**config.mk**
```make
export PLATFORM = sky130hd
export DESIGN_NAME = mem_initiator
export DESIGN_NICKNAME = d
export VERILOG_FILES = /design/src/rtl/mem_init_pkg.sv /design/src/rtl/rsp_fifo.sv /design/src/rtl/mem_initiator.sv
export SDC_FILE = /design/constraint.sdc
export NUM_CORES = 1
export LEC_CHECK = 0
export ABC_CLOCK_PERIOD_IN_PS = 5330
export CORE_MARGIN = 3
export CORE_UTILIZATION = 42
export CTS_BUF_LIST = sky130_fd_sc_hd__clkbuf_16
export DETAILED_ROUTE_END_ITERATION = 12
export HOLD_SLACK_MARGIN = 0.05
export PLACE_DENSITY = 0.86
export SLEW_MARGIN = 0
export SYNTH_ARGS = -nofsm -noshare
export SYNTH_HDL_FRONTEND = slang
export SYNTH_SLANG_ARGS = --single-unit
```
**constraint.sdc**
```tcl
create_clock -name clk -period 5.33 [get_ports clk]
set_input_delay 1.066 -clock clk [delete_from_list [all_inputs] [get_ports clk]]
set_output_delay 1.066 -clock clk [all_outputs]
set_load 0.02 [all_outputs]
```
**src/rtl/mem_init_pkg.sv**
```systemverilog
// Shared constants for the memory initiator.
// Holds the FSM state encoding and response FIFO depth.
package mem_init_pkg;

  typedef logic [0:0] state_t;

  localparam state_t ST_RUN   = 1'b0;
  localparam state_t ST_CLEAR = 1'b1;

  localparam int RSP_DEPTH = 2;

endpackage

```
**src/rtl/rsp_fifo.sv**
```systemverilog
// Small response FIFO for captured read data.
// Push and pop in the same cycle keep occupancy, even when full.
module rsp_fifo #(
  parameter int DW    = 32,
  parameter int DEPTH = 2,
  parameter int CW    = $clog2(DEPTH + 1)
) (
  input  logic          clk,
  input  logic          rst,
  input  logic          push,
  input  logic [DW-1:0] din,
  input  logic          pop,
  output logic [DW-1:0] dout,
  output logic          valid,
  output logic [CW-1:0] count
);

  localparam int PW = (DEPTH > 1) ? $clog2(DEPTH) : 1;

  logic [DW-1:0] mem [DEPTH];
  logic [PW-1:0] wr_ptr;
  logic [PW-1:0] rd_ptr;
  logic          do_pop;
  logic          do_push;

  function automatic logic [PW-1:0] nxt(input logic [PW-1:0] p);
    return (p == PW'(DEPTH - 1)) ? '0 : p + 1'b1;
  endfunction

  // Pop only real data; push when room exists or a pop frees a slot.
  always_comb begin
    do_pop  = pop & (count != '0);
    do_push = push & ((count != CW'(DEPTH)) | do_pop);
  end

  assign valid = (count != '0);
  assign dout  = mem[rd_ptr];

  // Storage, pointers and occupancy.
  always_ff @(posedge clk or posedge rst) begin
    if (rst) begin
      wr_ptr <= '0;
      rd_ptr <= '0;
      count  <= '0;
      for (int i = 0; i < DEPTH; i++) mem[i] <= '0;
    end else begin
      if (do_push) begin
        mem[wr_ptr] <= din;
        wr_ptr      <= nxt(wr_ptr);
      end
      if (do_pop) rd_ptr <= nxt(rd_ptr);
      unique case ({do_push, do_pop})
        2'b10:   count <= count + 1'b1;
        2'b01:   count <= count - 1'b1;
        default: count <= count;
      endcase
    end
  end

endmodule

```
**src/rtl/mem_initiator.sv**
```systemverilog
// Request/response front end for a one-cycle-latency SRAM.
// Credit-limited reads, free-flowing writes, and a zero-fill sweep.
module mem_initiator
  import mem_init_pkg::*;
#(
  parameter int DW = 32,
  parameter int AW = 6
) (
  input  logic          clk,
  input  logic          rst,
  input  logic          req_valid,
  output logic          req_ready,
  input  logic          req_we,
  input  logic [AW-1:0] req_addr,
  input  logic [DW-1:0] req_wdata,
  input  logic [DW-1:0] req_be,
  output logic          rsp_valid,
  input  logic          rsp_ready,
  output logic [DW-1:0] rsp_rdata,
  input  logic          clr_start,
  output logic          clr_busy,
  output logic          mem_cs,
  output logic          mem_we,
  output logic [DW-1:0] mem_be,
  output logic [DW-1:0] mem_din,
  output logic [AW-1:0] mem_addr,
  input  logic [DW-1:0] mem_dout
);

  localparam int CW = $clog2(RSP_DEPTH + 1);

  state_t        state;
  logic [AW-1:0] clr_cnt;
  logic          rd_pend;
  logic [CW-1:0] occ;
  logic [CW:0]   used;
  logic          run;
  logic          rsp_pop;
  logic          credit_ok;
  logic          accept;
  logic          clr_go;
  logic          clr_last;

  // Handshake and credit decode; a pop this cycle frees a credit.
  always_comb begin
    run       = (state == ST_RUN);
    rsp_pop   = rsp_valid & rsp_ready;
    used      = {1'b0, occ} + {{CW{1'b0}}, rd_pend}
              - {{CW{1'b0}}, rsp_pop};
    credit_ok = (used < (CW + 1)'(RSP_DEPTH));
    clr_go    = run & clr_start;
    req_ready = run & ~clr_start & (req_we | credit_ok);
    accept    = req_valid & req_ready;
    clr_last  = (clr_cnt == '1);
    clr_busy  = ~run;
  end

  // Memory port: sweep zeros while clearing, else pass the request.
  always_comb begin
    mem_cs   = accept;
    mem_we   = accept & req_we;
    mem_be   = req_be;
    mem_din  = req_wdata;
    mem_addr = req_addr;
    if (!run) begin
      mem_cs   = 1'b1;
      mem_we   = 1'b1;
      mem_be   = '1;
      mem_din  = '0;
      mem_addr = clr_cnt;
    end
  end

  // RUN/CLEAR sequencing; the counter wraps only on the last word.
  always_ff @(posedge clk or posedge rst) begin
    if (rst) begin
      state   <= ST_RUN;
      clr_cnt <= '0;
    end else begin
      unique case (1'b1)
        run: begin
          if (clr_go) state <= ST_CLEAR;
        end
        default: begin
          clr_cnt <= clr_cnt + 1'b1;
          if (clr_last) state <= ST_RUN;
        end
      endcase
    end
  end

  // One read in flight: data shows on mem_dout the next cycle.
  always_ff @(posedge clk or posedge rst) begin
    if (rst) rd_pend <= 1'b0;
    else     rd_pend <= accept & ~req_we;
  end

  rsp_fifo #(
    .DW    (DW),
    .DEPTH (RSP_DEPTH),
    .CW    (CW)
  ) u_rsp_fifo (
    .clk   (clk),
    .rst   (rst),
    .push  (rd_pend),
    .din   (mem_dout),
    .pop   (rsp_ready),
    .dout  (rsp_rdata),
    .valid (rsp_valid),
    .count (occ)
  );

endmodule

```
==> metrics.csv <==
metric;value;unit
die area;10500;sq um
Post-synth EDFFs;0;
Final HPWL DP;8050;um
Reg-to-Reg Start;u_rsp_fifo.count[1]$_DFFE_PP0P_;
CTS Buf Count;9;
port bufs;214;
vias in the first global route;3355;
Netlist cell types;30;
placed cell count;608;
largest net degree at the start of global routing;82;
starting density of the core;44.0;%
hold_ws;0.478;ns
multiplexer area fraction after synthesis;29.7;%
Warnings, synthesis;0;
crit path DAT;3.74;ns
row cnt;34;
area leader, netlist;dfrtp_1;
period utilisation layout;90.2;%
CTS clk-pin slew, worst paths;0.05;ns
min-delay worst type;reg2reg;
post-CTS setup buffers;0;
via count;3050;
H-tree Lvls;3;
Crit. Startpoint;rsp_ready;
Setup TNS;0;ns
cells on worst reg2reg path;7;
routability cong.;0.740;
Worst IR Drop VDD;0.170;mV
Finished Layout Cells;623;
vias per cell;4.90;
DIE WIDTH;102;um
XOR/XNOR Fraction of Synth Area;2.46;%
die span in y;102;um
CP Max Fanout;3;
post-synthesis sequential element count;76;
wire length per cell;17.0;um
Hold Path Origin;u_rsp_fifo.mem[12]$_DFFE_PP0P_;
RSZ-0062 raised after global routing;false;
Worst-Skew Late Latency;0.32;ns
Slew headroom;24.2;%
largest cells by area after synthesis;dfrtp_1 49%, mux2_2 26%, nor2b_1 5.3%;
Startpoint Class;input pin;
first-pass GRT wire length;16000;um
most frequent cells in the layout;214 x clkdlybuf4s50_1, 90 x mux2_2, 75 x dfrtp_1, 33 x or2_2, 33 x nor2b_1;
worst slew pin tran;1.14;ns
CTS Hold Bufs;0;
Worst setup EP type;primary output;
Post-CTS Resized;0;
synthesized-area fraction occupied by adder cells;1.47;%
layout cells sized above 1;28.3;%
sequential fraction of the synthesis area;48.6;%
maximum capacitance violations;0;
Reg2Reg Capture Point;rd_pend$_DFF_PP0_;
f_max;208;MHz
Final nets;623;
largest family of logic cells by synthesized area;multiplexers;
hold path endpoint;u_rsp_fifo.mem[12]$_DFFE_PP0P_;
status;completed;
top_reg_cell synth;dfrtp_1;
syn_nets;414;
post-synth top area share;48.6;%
number of I/O pins;215;
Remaining DRCs;0;
all-layer global routing usage;19.7;%
Initial DRC Count;59;
Post-Synth Simple-Gate Area;13.7;%
Worst Setup Path Type;in2out;
Ant. Diodes;0;
skew final;0.00592;ns
initial antenna violation count;0;
mapped cell area;3910;sq um
Static Leak;2.59;nW
Mapped Cells;302;
GRT overflow;0;
Longest Clk Path Bufs;2;
R2R setup slack;3.03;ns
first-pass iteration count of the detailed router;4;
min Tclk post-route;4.81;ns
endpoints failing hold;0;
CP required;4.26;ns
final setup vio count;0;
pwr dens;357;nW/um^2
Hold Path Stages;1;
Sink Count;76;
Compound-Gate Fraction of Synth Area;0.704;%
final core occ;71.7;%
Async SR Flop Fraction;100;%
commonest non-fill, non-tap cell in the layout;clkdlybuf4s50_1;
area grow syn2layout;63.1;%
core area;8890;sq um
CTS tree;yes;
fin. max-slew vios;0;
Clock Root Buffer;clkbuf_16;
syn avg cell area;12.9;sq um
total wire length;10600;um
post-route ant nets;0;
==> area by class of cell <==
| type | count | area [sq um] |
|---|---|---|
| well taps | 108 | 135 |
| repair buffers | 217 | 2160 |
| fillers | 595 | 2510 |
| multi-input cells | 205 | 1880 |
| clock inverters | 6 | 58.8 |
| inverters | 2 | 7.51 |
| clock buffers | 9 | 225 |
| flip-flops and latches | 76 | 1900 |
==> power by group <==
part / switching [mW] / internal [mW] / leakage [nW] / total, mW
sequential: 0.106 / 0.644 / 0.948 / 0.750
clock: 0.215 / 0.356 / 0.138 / 0.571
combinational: 0.416 / 0.540 / 1.51 / 0.957
total: 0.738 / 1.54 / 2.59 / 2.28
==> through the flow <==
step / instance area [sq um] / setup WS, ns / total power [mW]
finish: 6380 / 0.521 / 2.28
global placement: 6090 / 0.589 / 1.70
detailed placement: 6090 / 0.536 / 1.73
CTS: 6380 / 0.515 / 2.31
global route: 6380 / 0.351 / 2.40
floorplan: 3910 / 1.52 / 1.28
==> synthesized netlist by cell type, types with 2 or more instances <==
master / instances
nand2_1: 2
clkbuf_1: 7
ha_1: 3
buf_2: 5
or2_2: 33
mux2_1: 13
xnor2_1: 8
nor2_1: 2
inv_1: 2
nor3b_4: 2
nor2b_1: 33
dfrtp_1: 76
mux2_2: 90
buf_6: 6
nand4_1: 2
nand2b_1: 2
xor2_1: 3
==> metal layers <==
layer  routed length [um]  global-route usage [%]  share of wire [%]  vias up
li1                     -                       -                  -     1445
met1                 3960                    22.6                 38     1478
met2                 5780                    36.1                 55      119
met3                  738                    5.94                7.0        8
met4                   90                    4.24               0.85        0
met5                    0                       0                  0        -
==> registers in the layout (all words and copies together) (netlist names) <==
name               cells
clr_busy               1
u_rsp_fifo.wr_ptr      1
u_rsp_fifo.rd_ptr      1
u_rsp_fifo.count       2
rd_pend                1
u_rsp_fifo.mem        64
clr_cnt                6
==> worst max path at each step <==
stage	to	slack [ns]	cells past startpoint
after floorplan	req_ready	1.52	7
after global placement	req_ready	0.59	9
after detailed placement	req_ready	0.54	9
after CTS	req_ready	0.51	9
after global routing	req_ready	0.35	9
final	req_ready	0.52	9
==> critical path, stage by stage <==
cell and delay, ns:
clkdlybuf4s50_1 0.54, and2_1 0.22, ha_1 0.25, nand2b_1 0.16, fa_1 0.38, xnor2_1 0.24, a21oi_1 0.11, nor3_1 0.15
clkdlybuf4s50_1 0.64
==> cell families after synthesis <==
logic type	count (synthesis)
xor+xnor	11
simple gates	83
flops	76
compound gates	4
fa+ha+maj	4
mux	103
buf+inv	21
(Power assumes the default switching activity.)
